[config.mk]
export PLATFORM = sky130hd
export DESIGN_NAME = fetch_sequencer
export DESIGN_NICKNAME = d
export VERILOG_FILES = /design/src/rtl/fetch_sequencer.sv
export SDC_FILE = /design/constraint.sdc
export NUM_CORES = 1
export LEC_CHECK = 0
export ABC_AREA = 1
export BUFFER_PORTS_ARGS = -buffer_cell sky130_fd_sc_hd__buf_2
export CORE_MARGIN = 2
export CORE_UTILIZATION = 40
export DETAILED_ROUTE_END_ITERATION = 8
export GPL_ROUTABILITY_DRIVEN = 0
export PLACE_DENSITY_LB_ADDON = 0.12
export RECOVER_POWER = 25
export SYNTH_ARGS = -nofsm -noshare
export SYNTH_HDL_FRONTEND = slang
export SYNTH_SLANG_ARGS = --single-unit
[constraint.sdc]
create_clock -name clk -period 2.1 [get_ports clk]
set_input_delay 0.42 -clock clk [delete_from_list [all_inputs] [get_ports clk]]
set_output_delay 0.42 -clock clk [all_outputs]
set_load 0.03 [all_outputs]
[src/rtl/fetch_sequencer.sv]
// fetch_sequencer: PC owner and fetch-to-EX pipeline register with redirect, stall, halt/resume and retire count
module fetch_sequencer #(
  parameter int unsigned PC_W = 12,
  parameter logic [31:0] NOP_INSTR = 32'h00000013
) (
  input  logic            clk,
  input  logic            rst_n,
  output logic [PC_W-1:0] imem_addr_o,
  input  logic [31:0]     imem_rdata_i,
  input  logic            stall_i,
  input  logic            redirect_valid_i,
  input  logic [PC_W-1:0] redirect_pc_i,
  input  logic            halt_i,
  input  logic            resume_i,
  output logic [31:0]     instr_ex_o,
  output logic [PC_W-1:0] pc_ex_o,
  output logic            valid_ex_o,
  output logic            halted_o,
  output logic [31:0]     retire_cnt_o
);
  typedef enum logic {RUN, HALT} state_t;
  state_t          state_q, state_d;
  logic [PC_W-1:0] pc_q, pc_d, pc_ex_q, pc_ex_d;
  logic [31:0]     instr_q, instr_d, cnt_q, cnt_d;
  logic            valid_q, valid_d;
  logic            run, take_halt, take_redir, flush, adv;
  always_comb begin
    run        = state_q == RUN;
    take_halt  = run & halt_i & valid_q;
    take_redir = run & redirect_valid_i & valid_q;
    flush      = take_halt | take_redir;
    adv        = run & ~flush & ~stall_i;
    state_d    = take_halt ? HALT : (!run && resume_i) ? RUN : state_q;
    pc_d       = (flush && redirect_valid_i) ? redirect_pc_i : adv ? pc_q + 1'b1 : pc_q;
    instr_d    = flush ? NOP_INSTR : adv ? imem_rdata_i : instr_q;
    pc_ex_d    = adv ? pc_q : pc_ex_q;
    valid_d    = flush ? 1'b0 : adv ? 1'b1 : valid_q;
    cnt_d      = cnt_q + 32'(run & valid_q & (~stall_i | redirect_valid_i | halt_i));
  end
  always_ff @(posedge clk) begin
    if (!rst_n) begin
      state_q <= RUN;
      pc_q    <= '0;
      pc_ex_q <= '0;
      instr_q <= NOP_INSTR;
      valid_q <= 1'b0;
      cnt_q   <= '0;
    end else begin
      state_q <= state_d;
      pc_q    <= pc_d;
      pc_ex_q <= pc_ex_d;
      instr_q <= instr_d;
      valid_q <= valid_d;
      cnt_q   <= cnt_d;
    end
  end
  assign imem_addr_o  = pc_q;
  assign instr_ex_o   = instr_q;
  assign pc_ex_o      = pc_ex_q;
  assign valid_ex_o   = valid_q;
  assign halted_o     = state_q == HALT;
  assign retire_cnt_o = cnt_q;
endmodule

== Yosys cells after proc, flatten, opt, wreduce, memory -nomap -nowiden ==
Index checks and enable logic that the tools add are counted.
W data, S select, Z words.

* Output and inout bits: 90
* Input bits: 50
* Flip-flop bits (word level): 90
* Logic and storage cells: 33

* Add/sub/neg operators: 2
* Reductions and logical operators: 5
* Bitwise logic cells: 16
* Multiplexer cells: 4

{| class="wikitable"
|+ Operators by type and width
! operator !! count
|-
| $or A32 B1 Y32 || 2
|-
| $add A32 B32 Y32 || 1
|-
| $and A1 B32 Y32 || 1
|-
| $not A1 Y32 || 1
|-
| $mux W12 || 2
|-
| $add A12 B1 Y12 const B || 1
|-
| $and A1 B1 Y1 || 7
|-
| $not A1 Y1 || 4
|-
| $reduce_bool A2 Y1 || 2
|-
| $logic_and A1 B1 Y1 || 2
|-
| $mux W1 || 2
|-
| $reduce_or A2 Y1 || 1
|-
| $or A1 B1 Y1 || 1
|}

== Longest topological paths before layout ==
* Word-level depth: 9
* Mapped depth: 13
* Depth with buffers taken out: 13

== Worst setup path after synthesis ==
OpenSTA, ideal clock, no wires.

* Path kind: reg-to-reg
* From: register valid_q, in the netlist valid_ex_o
* To: register cnt_q[12], in the netlist retire_cnt_o[12]
* Path buffers: 0
* Setup slack: -0.156 ns
* Stages on the path, launching flop included: 13
* Period minus slack after synthesis: 2.256 ns
* Arrival time: 2.128 ns
* Library setup time: 0.128 ns
* Required time: 1.972 ns
* Path through: dfxtp_1 > inv_1 > nor2_4 > o21ai_2 > o31ai_1 > ha_1 > ha_1 > nand2_1 > inv_1 > nand2_1 > nor3_1 > xor2_1 > nor2_1

* Longest elaborated chain between the ends: 3

{| class="wikitable"
|+ Ends and longest elaborated chain
! element !! RTL line !! text
|-
| from (decl) || 25 || <nowiki>logic valid_q, valid_d;</nowiki>
|-
| from (signal assigned) || 53 || <nowiki>valid_q <= valid_d;</nowiki>
|-
| $and A1 B1 Y1 || 38 || <nowiki>cnt_d = cnt_q + 32'(run & valid_q & (~stall_i | redirect_valid_i | halt_i));</nowiki>
|-
| $and A1 B32 Y32 || 38 ||
|-
| $add A32 B32 Y32 || 38 ||
|-
| to (signal assigned) || 54 || <nowiki>cnt_q <= cnt_d;</nowiki>
|-
| to (decl) || 24 || <nowiki>logic [31:0] instr_q, instr_d, cnt_q, cnt_d;</nowiki>
|}

No other way between the ends.
A chain may end at the register's enable or synchronous reset.

== Worst setup path in the final report ==
Ends and elaborated chain as after synthesis.

==> results_tabular.tex <==
\begin{tabular}{lr}
\hline
Metric & Value \\
\hline
\multicolumn{2}{l}{\textbf{Synth}} \\
\quad Area fraction of the dominant cell type after synthesis & around 44\% \\
\quad Mux contribution to synthesized area & 0\% \\
\quad Synth Area in Compound Gates & 12.5\% \\
\quad Post-synth ARST share & 0\% \\
\quad Unique cell type count in the Yosys netlist & 32 \\
\quad Post-Syn Nets & between 600 and 700 \\
\quad Seq/Total Area, Yosys & 43.8\% \\
\quad Combinational family with the most area after synthesis & simple AND/OR/NAND/NOR gates \\
\quad Synth top area cells & dfxtp\_1, nand2\_1, a21oi\_1 \\
\quad Most instantiated cells after synthesis & nand2\_1, dfxtp\_1, a21oi\_1, nor2\_1, inv\_1 \\
\quad Post-synthesis simple-gate area fraction & 33.7\% \\
\quad Total number of yosys warnings & 0 \\
\quad Netlist area before placement & 4110 µm² \\
\quad Xor and xnor area share after synthesis & 1.07\% \\
\quad Primary flip-flop cell chosen by synthesis mapping & dfxtp\_1 \\
\quad Cell count after synthesis & 604 \\
\quad Post-synthesis sequential element count & 90 \\
\quad Area share of fa/ha/maj cells after synthesis & under 10\% \\
\quad Number of flops mapped to enable cells by yosys & 0 \\
\quad Top-count cell post-synth & nand2\_1 \\
\quad Library cell occupying the most area in the post-synthesis netlist & dfxtp\_1 \\
\quad Average size of a mapped cell & 6.80 µm² \\
\multicolumn{2}{l}{\textbf{Timing}} \\
\quad Setup violations, final & 0 \\
\quad Max-slew violation total from the final report & 0 \\
\quad Minimum clock period & between 1500 and 2000 ps \\
\quad Worst clock skew & 10.9 ps \\
\quad Final Hold Violating Endpoints & 0 \\
\quad Relative slew slack & 35.5\% \\
\quad Top achievable clock speed & 510 MHz \\
\quad Final critical-path setup slack & 141 ps \\
\quad Transition time of the tightest slew-check pin & 967 ps \\
\quad Final clock period utilization by the worst path & 93.3\% \\
\multicolumn{2}{l}{\textbf{Finish}} \\
\quad Area growth syn-to-layout & 27.5\% \\
\quad Post-Route Utilization & around half \\
\quad Layout cells sized above 1 & between 20\% and 30\% \\
\quad Final standard cell count with taps included and fillers excluded & about 890 \\
\quad Layout net count & 806 \\
\quad Number of fill cells in the layout & 1,033 \\
\multicolumn{2}{l}{\textbf{Global route}} \\
\quad First-pass GRT wire length & 19.1 mm \\
\quad Global-route congestion overflow total & 0 \\
\quad Gr usage total & between 20\% and 30\% \\
\quad Maximum number of pins on one net before global-route repair & 45 \\
\quad Via count of the first global-routing pass & 4,041 \\
\quad Number of antenna violations at the first check in global routing & 1 \\
\multicolumn{2}{l}{\textbf{Worst setup path}} \\
\quad Crit path capture type & register \\
\quad Type of the setup path with the least slack & register to register \\
\quad Data arrival time of the critical path & 2220 ps \\
\quad CP Launch Type & register \\
\quad CP max stage delay & 330 ps \\
\quad Critical path cell sequence & inv\_1 > nor2\_4 > o21ai\_2 > o31ai\_2 > ha\_2 > ha\_2 > nand2\_1 > inv\_1 > nand2\_2 > nor3\_4 > xor2\_1 > nor2\_1 \\
\quad Worst-path cell with the longest stage delay & dfxtp\_2 \\
\quad Buffers \& Inverters on Critical Path & 2 \\
\quad Largest fanout on the critical path & 4 \\
\quad Cell family with most CP delay & simple AND/OR/NAND/NOR gates \\
\quad Required @ worst endpoint & 2360 ps \\
\multicolumn{2}{l}{\textbf{Placement}} \\
\quad Placed cell count & between 800 and 900 \\
\quad Setup Slack @ Placement & -92.9 ps \\
\quad Number of I/O port buffers & 139 \\
\quad HPWL after detailed placement & 8.84 mm \\
\multicolumn{2}{l}{\textbf{Power and ir drop}} \\
\quad Power per standard cell area & 701 nW/µm² \\
\quad Leakage power & 0.00230 µW \\
\quad Total power after layout & 3670 µW \\
\quad Worst IR Drop VDD & 0.345 mV \\
\multicolumn{2}{l}{\textbf{CTS}} \\
\quad CTS tree & built \\
\quad CTS Sinks & 90 \\
\quad Number of CTS-inserted buffers & 9 \\
\quad Clock Tree Root & clkbuf\_8 \\
\quad Clk Latency, worst-skew pair & 370 ps \\
\quad Number of buffers on the longest clock path & 2 \\
\quad Htree depth & 3 \\
\quad Clock slew at reported path FFs & 100 ps \\
\multicolumn{2}{l}{\textbf{Floorplanning}} \\
\quad Initial Utilization & slightly above 40\% \\
\quad Std-Cell Core Area & 10,100 µm² \\
\quad Total number of placement rows & 37 \\
\quad Number of placed I/O pins & 140 \\
\quad Vert. Die Dim & around 110 µm \\
\quad Total die area & 11,100 µm² \\
\quad Die X & 105 µm \\
\multicolumn{2}{l}{\textbf{Detailed routing}} \\
\quad Count of unresolved DRC violations after routing & 0 \\
\quad Routed wire length & 11.9 mm \\
\quad Mean number of vias per cell & 4.87 \\
\quad Total via count in the routed design & 4,358 \\
\quad Average routed wire per standard cell & 13.3 µm \\
\quad DRC marker count from the first detailed-route iteration & 170 \\
\quad Post-detailed-route count of antenna-violating nets & 0 \\
\quad First-pass detailed-route iteration total & 4 \\
\multicolumn{2}{l}{\textbf{Run status}} \\
\quad Result of the run & completed \\
\multicolumn{2}{l}{\textbf{Worst hold path}} \\
\quad Type of the worst min-delay path & input pin to register \\
\multicolumn{2}{l}{\textbf{Job}} \\
\quad Max-capacitance violation count & 0 \\
\hline
\end{tabular}
==> layer usage <==
metal / global-route usage [%] / share of wire (%) / vias up
met5: 0 / 0 / -
met4: 10.9 / 2.8 / 0
met3: 4.33 / 5.3 / 29
met2: 36.8 / 49 / 125
met1: 25.3 / 43 / 1974
li1: - / - / 2230
==> area by class of cell <==
type                    instances  area [µm²]  share of cell area (%)
diodes                          1        2.50                  0.0478
clock inverters                 6        48.8                   0.931
well taps                     136         170                    3.25
repair buffers                157         840                    16.0
inverters                      54         206                    3.94
flip-flops and latches         90        1800                    34.4
clock buffers                  10         138                    2.63
multi-input cells             440        2030                    38.8
==> flip-flops by register name, summed over array words and instances (netlist names) <==
| signal | flops |
|---|---|
| halted_o | 1 |
| imem_addr_o | 12 |
| instr_ex_o | 32 |
| pc_ex_o | 12 |
| retire_cnt_o | 32 |
| valid_ex_o | 1 |
==> path summary, 6_finish.rpt <==
| kind | slack (ps) | to | depth (start not counted) | startpoint |
|---|---|---|---|---|
| min reg2reg | 460 | instr_ex_o[13] | 2 | instr_ex_o[13] |
| min | 250 | instr_ex_o[1] | 3 | imem_rdata_i[1] |
| max | 140 | retire_cnt_o[12] | 12 | valid_ex_o |
| max reg2reg | 140 | retire_cnt_o[12] | 12 | valid_ex_o |
==> tightest hold or removal path, cell delays in order <==
cell     delay, ps
buf_2           80
nand2_1         40
nand3_1         50
==> cells in the final DEF (no fill, tap or decap), types with 4 or more instances in the layout <==
master,instances
nor3_2,4
nand3_1,29
nand2_1,201
clkbuf_8,10
a21oi_1,72
o21ai_1,5
dfxtp_1,89
nand4_1,6
buf_2,139
o21ai_0,13
buf_4,16
xor2_1,5
nor3_1,14
inv_1,50
nor2_1,64
==> cells by family after synthesis <==
family | after synthesis
buffers and inverters | 74
XOR/XNOR | 5
adder cells (fa/ha/maj) | 4
AO/OA/AOI/OAI | 99
AND/OR/NAND/NOR | 332
flip-flops | 90
==> per-stage QoR <==
step	cell area, µm²	TNS, ps	hold slack (ps)
after floorplan	4120	0	533
after global placement	5020	-170	447
after detailed placement	5020	-333	450
after CTS	5200	0	231
after global routing	5240	-58.5	255
final	5240	0	248
==> report_power, final <==
group	switching (µW)	total, µW	internal, µW
Clock	665	1140	475
Sequential	71.0	1870	1800
Combinational	449	664	215
Total	1190	3670	2490
==> timing repair <==
item / in CTS / in global routing
resized for setup: 0 / 8
setup buffers: 0 / 1
setup endpoints to repair: 0 / 6
hold buffers: 0 / 0
Power figures use the tool's default switching activity.
